`src/rtl/mystic_main_mem_tx.sv`:
```
// UART memory-dump transmitter: sends a 4-byte sync header, then len_i bytes read from main memory, as 8N1 frames.
// Latency: the first start bit appears the cycle after start_i; the transfer lasts (4+len)*10*baud_div cycles, then done_o pulses once.
// Backpressure: none. Frames run back-to-back; start_i is ignored while busy_o=1 and during the done cycle.
//
// Ports:
//   clk_i, rst_i           clock, synchronous active-high reset
//   start_i                1-cycle start pulse (base_addr_i/len_i sampled with it)
//   baud_div               clk cycles per bit, 0 treated as 1, sampled per frame
//   mem_addr_o/mem_re_o    read port, data returns on mem_din_i one cycle later
//   tx_o                   serial output, idle high
//   disable_core_n         low while the transfer runs
//   busy_o, done_o         transfer in progress / 1-cycle completion pulse
module mystic_main_mem_tx #(
    parameter logic [31:0] HEADER = 32'hABCD1234,
    parameter int          ADDR_W = 18
) (
    input  logic              clk_i,
    input  logic              rst_i,
    input  logic              start_i,
    input  logic [ADDR_W-1:0] base_addr_i,
    input  logic [ADDR_W-1:0] len_i,
    input  logic [15:0]       baud_div,
    input  logic [7:0]        mem_din_i,
    output logic [ADDR_W-1:0] mem_addr_o,
    output logic              mem_re_o,
    output logic              tx_o,
    output logic              disable_core_n,
    output logic              busy_o,
    output logic              done_o
);

    localparam logic [1:0] S_IDLE = 2'd0;
    localparam logic [1:0] S_HDR  = 2'd1;
    localparam logic [1:0] S_DATA = 2'd2;
    localparam logic [1:0] S_DONE = 2'd3;

    localparam logic [ADDR_W:0] CNT_ONE = {{ADDR_W{1'b0}}, 1'b1};
    localparam logic [ADDR_W:0] CNT_TWO = {{(ADDR_W-1){1'b0}}, 2'b10};

    logic [1:0]        state_q, state_d;
    logic [1:0]        hdr_idx_q, hdr_idx_d;
    logic [ADDR_W:0]   byte_cnt_q, byte_cnt_d;   // index of the data byte on the wire
    logic [ADDR_W-1:0] base_q, base_d;
    logic [ADDR_W-1:0] len_q, len_d;
    logic [15:0]       div_q, div_d;             // bit period latched at frame start
    logic [15:0]       baud_cnt_q, baud_cnt_d;
    logic [3:0]        bit_idx_q, bit_idx_d;     // 0 = start bit, 9 = stop bit
    logic [8:0]        shift_q, shift_d;         // {stop, data} still to be sent
    logic              tx_q, tx_d;
    logic [7:0]        pre_q, pre_d;             // prefetched next data byte
    logic              re_q, re_d;
    logic              re_dly_q, re_dly_d;
    logic [ADDR_W-1:0] addr_q, addr_d;

    logic              frame_end;
    logic              load;
    logic [7:0]        load_byte;
    logic              issue_rd;
    logic [ADDR_W:0]   rd_idx;
    logic [15:0]       eff_div;
    logic [ADDR_W:0]   len_ext;
    logic [ADDR_W:0]   cnt_p1;
    logic [ADDR_W:0]   cnt_p2;
    logic [1:0]        hdr_nxt;

    function automatic logic [7:0] hdr_byte(input logic [1:0] idx);
        logic [7:0] b;
        case (idx)
            2'd0:    b = HEADER[31:24];
            2'd1:    b = HEADER[23:16];
            2'd2:    b = HEADER[15:8];
            default: b = HEADER[7:0];
        endcase
        return b;
    endfunction

    assign eff_div   = (baud_div == 16'd0) ? 16'd1 : baud_div;
    assign len_ext   = {1'b0, len_q};
    assign cnt_p1    = byte_cnt_q + CNT_ONE;
    assign cnt_p2    = byte_cnt_q + CNT_TWO;
    assign hdr_nxt   = hdr_idx_q + 2'd1;
    assign frame_end = (baud_cnt_q == 16'd0) && (bit_idx_q == 4'd9);

    // Frame sequencing and prefetch scheduling
    always_comb begin
        state_d    = state_q;
        hdr_idx_d  = hdr_idx_q;
        byte_cnt_d = byte_cnt_q;
        base_d     = base_q;
        len_d      = len_q;
        load       = 1'b0;
        load_byte  = 8'h00;
        issue_rd   = 1'b0;
        rd_idx     = '0;

        case (state_q)
            S_IDLE: begin
                if (start_i) begin
                    base_d     = base_addr_i;
                    len_d      = len_i;
                    byte_cnt_d = '0;
                    hdr_idx_d  = 2'd0;
                    state_d    = S_HDR;
                    load       = 1'b1;
                    load_byte  = hdr_byte(2'd0);
                end
            end
            S_HDR: begin
                if (frame_end) begin
                    if (hdr_idx_q != 2'd3) begin
                        hdr_idx_d = hdr_nxt;
                        load      = 1'b1;
                        load_byte = hdr_byte(hdr_nxt);
                        // Fetch byte 0 while the last header byte is on the wire
                        if (hdr_nxt == 2'd3 && len_q != '0) begin
                            issue_rd = 1'b1;
                            rd_idx   = '0;
                        end
                    end else if (len_q == '0) begin
                        state_d = S_DONE;
                    end else begin
                        state_d    = S_DATA;
                        byte_cnt_d = '0;
                        load       = 1'b1;
                        load_byte  = pre_q;
                        if (len_ext > CNT_ONE) begin
                            issue_rd = 1'b1;
                            rd_idx   = CNT_ONE;
                        end
                    end
                end
            end
            S_DATA: begin
                if (frame_end) begin
                    if (cnt_p1 == len_ext) begin
                        state_d = S_DONE;
                    end else begin
                        byte_cnt_d = cnt_p1;
                        load       = 1'b1;
                        load_byte  = pre_q;
                        if (cnt_p2 < len_ext) begin
                            issue_rd = 1'b1;
                            rd_idx   = cnt_p2;
                        end
                    end
                end
            end
            default: begin
                state_d = S_IDLE;
            end
        endcase
    end

    // Bit serializer and memory read port
    always_comb begin
        tx_d       = tx_q;
        shift_d    = shift_q;
        bit_idx_d  = bit_idx_q;
        baud_cnt_d = baud_cnt_q;
        div_d      = div_q;
        re_d       = 1'b0;
        re_dly_d   = re_q;
        addr_d     = addr_q;
        pre_d      = pre_q;

        if (re_dly_q) begin
            pre_d = mem_din_i;
        end
        if (issue_rd) begin
            re_d   = 1'b1;
            addr_d = base_q + rd_idx[ADDR_W-1:0];
        end

        if (load) begin
            tx_d       = 1'b0;
            shift_d    = {1'b1, load_byte};
            bit_idx_d  = 4'd0;
            div_d      = eff_div;
            baud_cnt_d = eff_div - 16'd1;
        end else if (state_q == S_HDR || state_q == S_DATA) begin
            if (frame_end) begin
                tx_d = 1'b1;    // last stop bit done, line returns to idle
            end else if (baud_cnt_q == 16'd0) begin
                tx_d       = shift_q[0];
                shift_d    = {1'b1, shift_q[8:1]};
                bit_idx_d  = bit_idx_q + 4'd1;
                baud_cnt_d = div_q - 16'd1;
            end else begin
                baud_cnt_d = baud_cnt_q - 16'd1;
            end
        end else begin
            tx_d = 1'b1;
        end
    end

    always_ff @(posedge clk_i) begin
        if (rst_i) begin
            state_q    <= S_IDLE;
            hdr_idx_q  <= 2'd0;
            byte_cnt_q <= '0;
            base_q     <= '0;
            len_q      <= '0;
            div_q      <= 16'd1;
            baud_cnt_q <= 16'd0;
            bit_idx_q  <= 4'd0;
            shift_q    <= 9'h1FF;
            tx_q       <= 1'b1;
            pre_q      <= 8'h00;
            re_q       <= 1'b0;
            re_dly_q   <= 1'b0;
            addr_q     <= '0;
        end else begin
            state_q    <= state_d;
            hdr_idx_q  <= hdr_idx_d;
            byte_cnt_q <= byte_cnt_d;
            base_q     <= base_d;
            len_q      <= len_d;
            div_q      <= div_d;
            baud_cnt_q <= baud_cnt_d;
            bit_idx_q  <= bit_idx_d;
            shift_q    <= shift_d;
            tx_q       <= tx_d;
            pre_q      <= pre_d;
            re_q       <= re_d;
            re_dly_q   <= re_dly_d;
            addr_q     <= addr_d;
        end
    end

    assign tx_o           = tx_q;
    assign mem_re_o       = re_q;
    assign mem_addr_o     = addr_q;
    assign busy_o         = (state_q == S_HDR) || (state_q == S_DATA);
    assign disable_core_n = ~busy_o;
    assign done_o         = (state_q == S_DONE);

endmodule

```
`config.mk`:
```
export PLATFORM = sky130hd
export DESIGN_NAME = mystic_main_mem_tx
export DESIGN_NICKNAME = d
export VERILOG_FILES = /design/src/rtl/mystic_main_mem_tx.sv
export SDC_FILE = /design/constraint.sdc
export NUM_CORES = 1
export LEC_CHECK = 0
export CAP_MARGIN = 30
export CORE_MARGIN = 2
export CORE_UTILIZATION = 40
export DETAILED_ROUTE_END_ITERATION = 6
export GPL_TIMING_DRIVEN = 0
export SLEW_MARGIN = 10
export SYNTH_ARGS = -nofsm -noshare
export SYNTH_HDL_FRONTEND = slang
export SYNTH_SLANG_ARGS = --single-unit
```
`constraint.sdc`:
```
create_clock -name clk_i -period 8.83 [get_ports clk_i]
set_input_delay 2.649 -clock clk_i [delete_from_list [all_inputs] [get_ports clk_i]]
set_output_delay 2.649 -clock clk_i [all_outputs]
set_load 0.01 [all_outputs]
```
==> flow_summary.json <==
{
  "status": "finished clean",
  "power_leakage_nw": 4.178,
  "clk_pin_slew_ns": 0.06,
  "crit_path_start": "start_i",
  "synth-edff-count": 0,
  "synth-async-reset-ratio_pct": 0,
  "fin_tns_setup_ns": 0,
  "critical_path_required_ns": 9.10,
  "cp-start-kind": "input pin",
  "insertedDiodeCount": 0,
  "synthToLayoutAreaGrowth_pct": 21.67,
  "r2r-end": "mem_addr_o[17]",
  "dp_hpwl_um": 19120,
  "yosysTopAreaCell": "dfxtp_1",
  "clock_sinks": 132,
  "hold_depth": 2,
  "ctsHoldBuffers": 0,
  "rows": 53,
  "synth_top_flop_cell": "dfxtp_1",
  "grt_pass1_vias": 7680,
  "grt_antenna_before_repair": 0,
  "powerDensity_nw_per_um2": 245.6,
  "cp_slowest_stage_delay_ns": 0.59,
  "synthTopCellsByArea": "dfxtp_1 30%, ha_1 7.1%, a21oi_1 6.4%, nor2_1 6.0%, nand2_1 5.4%",
  "ys_seq_area_share_pct": 30.39,
  "r2r_setup_slack_ns": 2.38,
  "synth_area_per_cell_um2": 7.897,
  "synth_common_cells": "138 x nor2_1, 132 x dfxtp_1, 124 x nand2_1",
  "finalSetupViolations": 0,
  "yosysMostFrequentCell": "nor2_1",
  "numCtsBuffers": 17,
  "finalCritPeriodShare_pct": 78.59,
  "crit_arrival_ns": 7.21,
  "grt-ovfl-total": 0,
  "min_path_type": "reg -> reg",
  "cp_top_family": "simple AND/OR/NAND/NOR gates",
  "finalHoldViolCount": 0,
  "path_buf_inv": 4,
  "fin_ws_ns": 1.891,
  "synth_area_um2": 8695,
  "drt_first_pass_iters": 5,
  "min_period_ns": 6.939,
  "min_to": "base_q[2]",
  "cts_tree": "built",
  "clock_latency_ns": 0.43,
  "place_ws_ns": 1.467,
  "drt-vias-per-instance": 5.543,
  "cts_buffer_depth": 2,
  "final_max_slew_viol_count": 0,
  "grt_usage_pct": 22.82,
  "clock-skew-final_ns": 0.01313,
  "syn-num-nets": 1214,
  "tightestPinTransition_ns": 0.9158,
  "netlist-cell-type-count": 82,
  "finalWirelength_um": 25600,
  "wl_per_cell_um": 17.14,
  "grt_setup_unrepaired": "false",
  "drive_gt1_share_pct": 8.614,
  "drt-initial-drc-count": 603,
  "cts_setup_buffers": 0,
  "hp-start": "base_q[2]",
  "grt_first_pass_wirelength_um": 40630,
  "slew_headroom_pct": 38.95,
  "die_height_um": 151.4,
  "synth_cells": 1101,
  "dieWidth_um": 151.4,
  "ant_nets": 0,
  "core_area_um2": 21150,
  "finalPower_mw": 2.599,
  "post_cts_resized": 0,
  "critical_path_depth": 20,
  "maxCapViolCount": 0,
  "final_nets": 1319,
  "vias": 8281,
  "crit_slowest_cell": "a211oi_1",
  "crit_type": "in -> reg",
  "synth_top_area_share_pct": 30.39,
  "reg2reg_depth": 25,
  "ioPinCount": 86,
  "grt_max_degree": 17,
  "gp_congestion": 0.9109,
  "fill_cells": 2082,
  "path_common_cell": "buf_4",
  "fmax_mhz": 144.1,
  "initial_core_util_pct": 41.10,
  "io_buffers": 85,
  "synth_seq_cells": 132,
  "worst-path-max-fanout": 10,
  "path_cells": "clkdlybuf4s50_1 -> and2_1 -> buf_4 -> nor3_1 -> or4b_4 -> nand2_4 -> buf_4 -> buf_4 -> nand2_1 -> o21ai_0 -> ha_1 -> or3b_2 -> nor3_1 -> o31ai_1 -> a211oi_1 -> nand2_1 -> xnor2_1 -> nor2_1 -> a21oi_1 -> a211oi_2",
  "die_area_um2": 22930,
  "cts-root-buf": "clkbuf_16",
  "cts_max_level": 4,
  "peakVddDrop_uv": 116.1,
  "r2r-start": "byte_cnt_q[1]",
  "critPathCaptureType": "register",
  "drc": 0,
  "ys_warn_count": 0
}
area by class of cell:
cell class                 count  area [um2]  area share, %
buffer                        65       355.3          3.359
clock buffer                  19       442.9          4.187
clock inverter                13       241.5          2.283
inverter                      42       157.7          1.490
multi-input combinational    862        5539          52.36
sequential                   132        2643          24.98
tap                          275       344.1          3.253
timing repair buffer          86       855.8          8.090
metrics by stage:
stage / hold slack (ns) / utilization (%) / cells / cell area, um2
after floorplan: 0.4406 / - / 1101 / 8695
after global placement: 0.4540 / 46.75 / 1461 / 9889
after detailed placement: 0.4505 / 46.75 / 1461 / 9889
after CTS: 0.4620 / 49.99 / 1493 / 10570
after global routing: 0.4675 / 50.01 / 1494 / 10580
final: 0.4593 / 50.01 / 1494 / 10580
kinds of logic after synthesis:
logic type	share of synthesized area, %
XOR/XNOR	7.756
AO/OA/AOI/OAI	19.74
adder cells (fa/ha/maj)	7.282
flip-flops	30.39
AND/OR/NAND/NOR	24.09
multiplexers	4.835
buffers and inverters	5.900
power breakdown:
| group | leakage (nW) | internal (mW) | switching [mW] |
|---|---|---|---|
| clock network | 0.334 | 0.544 | 0.298 |
| logic | 2.77 | 0.382 | 0.598 |
| registers | 1.08 | 0.688 | 0.0885 |
| total | 4.18 | 1.61 | 0.985 |
sequential cells by signal, indices dropped and copies added (netlist names):
| register | cells |
|---|---|
| base_q | 18 |
| state_q | 2 |
| re_dly_q | 1 |
| hdr_idx_q | 2 |
| bit_idx_q | 4 |
| div_q | 16 |
| baud_cnt_q | 16 |
| pre_q | 8 |
| len_q | 18 |
| byte_cnt_q | 19 |
| shift_q | 8 |
| mem_addr_o | 18 |
| mem_re_o | 1 |
| tx_o | 1 |
worst register-to-register path, stage by stage (launching register included):
cell	delay, ns
dfxtp_1	0.54
ha_1	0.37
nand3_1	0.29
nor3_1	0.27
xnor2_1	0.16
ha_1	0.32
nand3_1	0.13
a2111oi_0	0.41
o21ai_0	0.25
a31oi_1	0.40
nor2_1	0.10
o211ai_2	0.15
inv_1	0.10
nand3_1	0.21
buf_2	0.26
nor2_1	0.07
ha_1	0.33
o21ai_0	0.16
nor2_1	0.11
o311ai_1	0.35
a21oi_1	0.18
a41o_1	0.28
o41a_1	0.35
a31oi_1	0.21
xnor2_1	0.20
a211oi_2	0.11
worst max path at each step:
stage                                end  slack [ns]
final                     baud_cnt_q[14]        1.89
after global routing      baud_cnt_q[12]        1.59
after CTS                 baud_cnt_q[14]        1.92
after detailed placement  baud_cnt_q[14]        1.47
after global placement    baud_cnt_q[14]        1.49
after floorplan            baud_cnt_q[8]        2.69
metal layers:
metal / part of all wire (%) / global-route usage [%]
met5: 0 / 0
met2: 43 / 34.50
met1: 49 / 33.02
met4: 2.4 / 8.505
met3: 6.1 / 2.892
layout by cell type, fill, tap and decap left out, types with 22 or more instances in the layout:
master,instances
a21oi_1,111
clkbuf_1,29
clkdlybuf4s50_1,85
dfxtp_1,132
ha_1,49
inv_1,42
mux2i_1,42
nand2_1,124
nand3_1,26
nor2_1,138
nor3_1,22
o21ai_0,36
xnor2_1,42
xor2_1,35
Note: power is estimated with default switching activity, not from simulation.
